<file path="src/rtl/matrix_scalar_multiply_decoder.sv">
// matrix_scalar_multiply_decoder: multiplies each of 9 matrix elements by a captured scalar with a
// shift-add loop, returning every product in binary and as a 16-line one-hot code.
module matrix_scalar_multiply_decoder #(
    parameter int DATA_W   = 16,
    parameter int SCALAR_W = 4,
    parameter int ELEMS    = 9
) (
    input  logic                clk,
    input  logic                rst_n,
    input  logic                start,
    input  logic [SCALAR_W-1:0] scalar,
    input  logic                in_valid,
    output logic                in_ready,
    input  logic [DATA_W-1:0]   in_data,
    output logic                out_valid,
    input  logic                out_ready,
    output logic [DATA_W-1:0]   out_prod,
    output logic                out_ovf,
    output logic [15:0]         out_onehot,
    output logic [3:0]          out_idx,
    output logic                out_last,
    output logic                busy,
    output logic                done
);
    localparam int AW = DATA_W + SCALAR_W;
    localparam int CW = SCALAR_W > 1 ? $clog2(SCALAR_W) : 1;
    typedef enum logic [1:0] {IDLE, WAIT_IN, MUL, OUT} state_t;
    state_t state;
    logic [SCALAR_W-1:0] scal;
    logic [DATA_W-1:0] mcand;
    logic [AW-1:0] acc, acc_nx;
    logic [CW-1:0] cnt;
    logic [3:0] idx;
    logic last_iter;
    logic [15:0] onehot_nx;
    // acc_nx already holds the final product during the last iteration
    always_comb begin
        acc_nx = acc + (scal[cnt] ? AW'(mcand) << cnt : '0);
        last_iter = cnt == CW'(SCALAR_W - 1);
        onehot_nx = acc_nx < AW'(16) ? 16'd1 << acc_nx[3:0] : 16'd0;
    end
    always_ff @(posedge clk or negedge rst_n) begin
        if (!rst_n) begin
            state <= IDLE;
            scal <= '0;
            mcand <= '0;
            acc <= '0;
            cnt <= '0;
            idx <= '0;
            in_ready <= 1'b0;
            out_valid <= 1'b0;
            out_prod <= '0;
            out_ovf <= 1'b0;
            out_onehot <= '0;
            out_idx <= '0;
            out_last <= 1'b0;
            busy <= 1'b0;
            done <= 1'b0;
        end else begin
            done <= 1'b0;
            case (state)
                IDLE: if (start) begin
                    scal <= scalar;
                    idx <= '0;
                    in_ready <= 1'b1;
                    busy <= 1'b1;
                    state <= WAIT_IN;
                end
                WAIT_IN: if (in_valid) begin
                    mcand <= in_data;
                    acc <= '0;
                    cnt <= '0;
                    in_ready <= 1'b0;
                    state <= MUL;
                end
                MUL: begin
                    acc <= acc_nx;
                    cnt <= cnt + CW'(1);
                    if (last_iter) begin
                        out_valid <= 1'b1;
                        out_prod <= acc_nx[DATA_W-1:0];
                        out_ovf <= |acc_nx[AW-1:DATA_W];
                        out_onehot <= onehot_nx;
                        out_idx <= idx;
                        out_last <= idx == 4'(ELEMS - 1);
                        state <= OUT;
                    end
                end
                OUT: if (out_ready) begin
                    out_valid <= 1'b0;
                    if (idx < 4'(ELEMS - 1)) begin
                        idx <= idx + 4'd1;
                        in_ready <= 1'b1;
                        state <= WAIT_IN;
                    end else begin
                        done <= 1'b1;
                        busy <= 1'b0;
                        state <= IDLE;
                    end
                end
                default: state <= IDLE;
            endcase
        end
    end
endmodule
</file>
<file path="config.mk">
export PLATFORM = sky130hd
export DESIGN_NAME = matrix_scalar_multiply_decoder
export DESIGN_NICKNAME = d
export VERILOG_FILES = /design/src/rtl/matrix_scalar_multiply_decoder.sv
export SDC_FILE = /design/constraint.sdc
export NUM_CORES = 1
export LEC_CHECK = 0
export ABC_CLOCK_PERIOD_IN_PS = 4800
export CAP_MARGIN = 0
export CORE_AREA = 2 2 103 105
export DETAILED_ROUTE_END_ITERATION = 16
export DIE_AREA = 0 0 105 107
export PLACE_DENSITY = 0.76
export SLEW_MARGIN = 10
export SYNTH_ARGS = -nofsm -noshare
export SYNTH_HDL_FRONTEND = slang
export SYNTH_SLANG_ARGS = --single-unit
</file>
<file path="constraint.sdc">
create_clock -name clk -period 4.8 [get_ports clk]
set_input_delay 0.48 -clock clk [delete_from_list [all_inputs] [get_ports clk]]
set_output_delay 0.48 -clock clk [all_outputs]
set_load 0.02 [all_outputs]
</file>
# Word level (Yosys, flattened, before mapping)
# Index checks and enable logic that the tools add are counted.
[word_totals] register_bits=90 in_bits=25 out_inout_bits=42 elab_cells=81
[classes] addsub=3 order_cmp=3 n_eq_ne=11 shift=2 n_mux=32 n_reduce_logical=15
[op_table] operator="20-bit two-way mux" n=2
[op_table] operator="20-bit case mux with 2 select lines" n=1
[op_table] operator="20-bit adder" n=1
[op_table] operator="20-bit by 5-bit less-than comparator with 1-bit output, second input constant" n=1
[op_table] operator="16-bit by 2-bit << shifter with 20-bit output" n=1
[op_table] operator="16-bit two-way mux" n=1
[op_table] operator="1-bit by 4-bit << shifter with 16-bit output, first input constant" n=1
[op_table] operator="1-bit two-way mux" n=13
[op_table] operator="4-bit two-way mux" n=3
[op_table] operator="2-bit inequality test, second input constant" n=6
[op_table] operator="4-bit AND reduction" n=3
[op_table] operator="2-bit two-way mux" n=5
[op_table] operator="2-bit case mux with 4 select lines" n=1
[op_table] operator="4-bit case mux with 2 select lines" n=1
[op_table] operator="2-bit AND reduction" n=4
[op_table] operator="2-bit == test, second input constant" n=3
[op_table] operator="2-bit nonzero test" n=3
[op_table] operator="5-bit AND reduction" n=1
[op_table] operator="4-bit by 1-bit adder with 4-bit output, second input constant" n=1
[op_table] operator="4-bit == test, second input constant" n=1
[op_table] operator="4-bit less-than comparator, second input constant" n=1
[op_table] operator="1-bit case mux with 2 select lines" n=2
[op_table] operator="2-bit case mux with 2 select lines" n=1
[op_table] operator="4-bit OR reduction" n=1
[op_table] operator="other kinds (8)" n=8

# Depth between registers and ports, before layout
# Gate-level depths: netlist of run 1.
[logic_depth] ltp_word=6 depth_mapped=16

# Worst setup path after synthesis of run 1
# No wires, ideal clock.
[synth_timing] path_kind="reg2reg" startpoint="register cnt[0]" endpoint="register out_onehot[0]" arrival_time_ps=4223 t_required_ps=4707 slack_ps=484 stages_incl_launch_ff=17 period_less_slack_ps=4316 path_cell_list="dfrtp_1 > clkbuf_1 > buf_1 > clkbuf_1 > nor2_1 > a31oi_1 > nor2_1 > ha_1 > nor2b_1 > o2111a_2 > or3_4 > a221oi_2 > nand4_1 > or4_1 > buf_6 > buf_12 > o31ai_2"
[synth_between] elab_chain_cells=6
[synth_lines] element="start, declared" line_no="32" text="logic [CW-1:0] cnt;"
[synth_lines] element="start signal, assigned" line_no="78" text="cnt <= cnt + CW'(1);"
[synth_lines] element="1-bit binary-select mux with 2-bit select" line_no="38" text="acc_nx = acc + (scal[cnt] ? AW'(mcand) << cnt : '0);"
[synth_lines] element="1-bit two-way mux (implied by the code)" line_no="38"
[synth_lines] element="20-bit two-way mux" line_no="38"
[synth_lines] element="20-bit adder" line_no="38"
[synth_lines] element="20-bit by 5-bit less-than comparator with 1-bit output or 1-bit by 4-bit << shifter with 16-bit output (tied branches)" line_no="40" text="onehot_nx = acc_nx < AW'(16) ? 16'd1 << acc_nx[3:0] : 16'd0;"
[synth_lines] element="16-bit two-way mux" line_no="40"
[synth_lines] element="end signal, assigned" line_no="83" text="out_onehot <= onehot_nx;"
[synth_lines] element="end, declared" line_no="19" text="output logic [15:0] out_onehot,"
# Several ways; a longest one is shown, not always the timed one. The select of a mux whose other input is x is not followed.
# A chain may end at the register's enable or synchronous reset.

# Worst setup path in the final report of run 1
[layout_timing] startpoint="register cnt[0]" endpoint="register out_onehot[10]"
# The elaborated chain is that of the path after synthesis.

==> impl_metrics.csv, run 1 <==
group,metric,value,unit
run_status,status,"completed",
cells_and_area,fin_util,63.6,%
routing,vias,4412,
timing,max_freq,229,MHz
routing,ant_nets,0,
job,cap_violations,0,
routing,met3_length,615,microns
cells_and_area,mostFrequentLayoutCell,"nand2_1",
logic_synthesis,syn_area,5500,sq um
cells_and_area,multi_input_area,3050,sq um
setup_path,endpoint_kind,"register",
cells_and_area,area_delta_synth_final,16.7,%
global_routing,antenna_found_initial,0,
floorplan,rows,37,
routing,drt_pre_antenna_iters,4,
logic_synthesis,synthSimpleGateAreaFrac,16.3,%
timing,tns,0,ns
placement,port_buffers,66,
logic_synthesis,postSynthNetCount,608,
floorplan,initial_core_util,54.5,%
logic_synthesis,synth-seq-area-share,41.0,%
logic_synthesis,synth-edff-count,0,
setup_path,crit_fanout,19,
routing,wire_per_inst,16.7,microns
timing,fin_ws,0.442,ns
clock_tree,cts_num_sinks,90,
power,peakVddDrop,0.355,mV
setup_path,crit_required,5.06,ns
timing,hold_violations,0,
placement,dp_hpwl,9370,microns
global_routing,grt_max_degree,55,
clock_tree,clkTransAtPathRegs,0.10,ns
timing,slew_headroom,47.5,%
logic_synthesis,ys_async_sr_fraction,100,%
floorplan,fp.dieH,107,microns
logic_synthesis,yosysWarnings,0,
global_routing,grtUsageTotal,23.4,%
floorplan,io_pins,67,
logic_synthesis,syn_avg_cell_area,9.90,sq um
logic_synthesis,synth_top_family_by_area,"compound AO/OA/AOI/OAI gates",
global_routing,first_global_vias,4263,
logic_synthesis,yosys.area_share.adder,6.51,%
cells_and_area,drive_above_1_share,13.7,%
clock_tree,htreeDepth,3,
timing,period_minus_slack,4.36,ns
floorplan,core_area,10100,sq um
setup_path,path_class,"register to register",
cells_and_area,ff_latch_area,2250,sq um
logic_synthesis,synthDistinctLibCells,58,
routing,via_per_inst,5.89,
timing,final-setup-viol-count,0,
power,leakage,2.75,nW
cells_and_area,nFillCells,858,
power,power,0.00476,W
clock_tree,cts_tree,"yes",
logic_synthesis,synthCells,555,
global_routing,grt_pass1_wl,21200,microns
timing,skew,0.0157,ns
routing,top_layer,"met4",
timing,timing.hold.ws,0.0528,ns
floorplan,die_x,105,microns
routing,wl_met2,5830,microns
timing,tightest_slew,0.786,ns
logic_synthesis,synthMuxAreaShare,12.5,%
floorplan,dieArea,11200,sq um
cells_and_area,layout_common_cells,"94 x nand2_1, 89 x dfrtp_1, 65 x clkdlybuf4s50_1, 49 x o21ai_0, 29 x mux2_2",
setup_path,start_kind,"register",
routing,drtIter0Drc,230,
clock_tree,cts_hold_buf,0,
global_routing,grt-ovfl-total,0,
routing,drc,0,
timing,finalCritPeriodShare,90.8,%
cells_and_area,diodes,0,
logic_synthesis,synth_compound_area_share,18.2,%
routing,routedLengthMet1,5840,microns
power,power_density,742,nW/um^2
clock_tree,cts_buffers,9,
clock_tree,clock_tree.root_cell,"clkbuf_8",
cells_and_area,fin_nets,661,
setup_path,cp.arrival,4.62,ns
routing,totalWireLength,12500,microns
clock_tree,clockBufferDepth,2,
placement,pre_cts_ws,0.213,ns
placement,gp_congestion,0.919,
logic_synthesis,synth-xor-area-share,2.07,%
clock_tree,insertion_delay,0.37,ns
timing,slew_viol_final,0,
timing,rsz0062_at_grt,"no",
logic_synthesis,synth_flop_cell,"dfrtp_1",
logic_synthesis,ys_seq_elements,90,
hold_path,hold_class,"input pin to async pin",
## final timing paths
| path | start | endpoint | slack, ns | depth (start not counted) |
|---|---|---|---|---|
| max in group asynchronous | rst_n | cnt[0]$_DFFE_PN0P_ | 3.64 | 2 |
| hold / removal | rst_n | out_onehot[12]$_DFFE_PN0P_ | 0.05 | 1 |
| min in group clk | out_prod[12]$_DFFE_PN0P_ | out_prod[12]$_DFFE_PN0P_ | 0.48 | 2 |
| hold reg to reg | out_prod[12]$_DFFE_PN0P_ | out_prod[12]$_DFFE_PN0P_ | 0.48 | 2 |
| setup reg to reg | cnt[0]$_DFFE_PN0P_ | out_onehot[10]$_DFFE_PN0P_ | 0.44 | 11 |
| setup / recovery | cnt[0]$_DFFE_PN0P_ | out_onehot[10]$_DFFE_PN0P_ | 0.44 | 11 |
## synthesized netlist by cell type (10+ instances only)
| cell | count | area, sq um |
|---|---|---|
| nand3_1 | 15 | 75.1 |
| mux2_2 | 29 | 327 |
| nand2_1 | 94 | 353 |
| mux4_2 | 13 | 293 |
| dfrtp_1 | 90 | 2250 |
| o31ai_2 | 10 | 125 |
| ha_1 | 27 | 338 |
| clkbuf_1 | 23 | 86.3 |
| inv_1 | 12 | 45.0 |
| a21oi_1 | 24 | 120 |
| o21ai_0 | 49 | 245 |
| nor2b_1 | 18 | 113 |
| nor2_1 | 17 | 63.8 |
| o31ai_1 | 10 | 75.1 |
## per-stage QoR
step,cells,instance area (sq um)
after floorplan,555,5500
after global placement,733,6230
after detailed placement,733,6230
final,749,6410
after CTS,749,6410
after global routing,749,6410
## critical path, cell delays in order (launching register included)
cell and delay, ns:
dfrtp_2 0.62, buf_4 0.26, mux4_2 0.50, nor2b_1 0.15
ha_1 0.44, a21o_1 0.25, a311o_1 0.32, a311o_1 0.29
o211ai_1 0.15, o211ai_1 0.14, or4_1 0.80, o31ai_1 0.35
## registers in the layout (all words and copies together) (netlist names)
name	flops
acc	20
mcand	16
out_onehot	16
out_prod	16
idx	4
out_idx	4
scal	4
cnt	2
state	2
busy	1
done	1
in_ready	1
out_last	1
out_ovf	1
out_valid	1
## logic make-up (layout without fill, tap and decap cells)
group                      count (synthesis)  after routing
AOI/OAI and AO/OA                        145            145
muxes                                     49             49
DFF                                       90             90
and+or+nand+nor                          187            187
buffers and inverters                     43            101
adders and majority gates                 28             28
xor gates and xnor gates                  13             13
## power breakdown
part / internal, W / switching (W) / total, W
clock: 0.000195 / 0.000285 / 0.000479
combinational: 0.00127 / 0.00173 / 0.00299
sequential: 0.00102 / 0.000264 / 0.00129
## layout make-up
| class | instances | area share, % |
|---|---|---|
| Tap cell | 136 | 2.65 |
| Clock inverter | 6 | 0.819 |
| Timing Repair Buffer | 73 | 11.1 |
| Inverter | 12 | 0.702 |
| Multi-Input combinational cell | 422 | 47.6 |
| Sequential cell | 90 | 35.1 |
| Clock buffer | 10 | 1.99 |
## metal layers
metal	vias to the layer above	global-route usage, %
li1	2119	-
met1	2150	33.5
met2	123	36.9
met3	20	3.34
met4	0	7.71
met5	-	0
## repair_timing
| action | 4_1_cts | 5_1_grt |
|---|---|---|
| buffers inserted | 0 | 0 |
| setup endpoints to repair | 0 | 16 |
| resized for setup | 0 | 1 |
| endpoints found under the hold margin | 0 | 0 |
Note: power is estimated with default switching activity, not from simulation.
==> inputs of run 2 (changes only) <==
CTS_CLUSTER_SIZE = 25   (was unset)
==> results of run 2 <==
Final layout, timing and power as in run 1 (identical DEF).
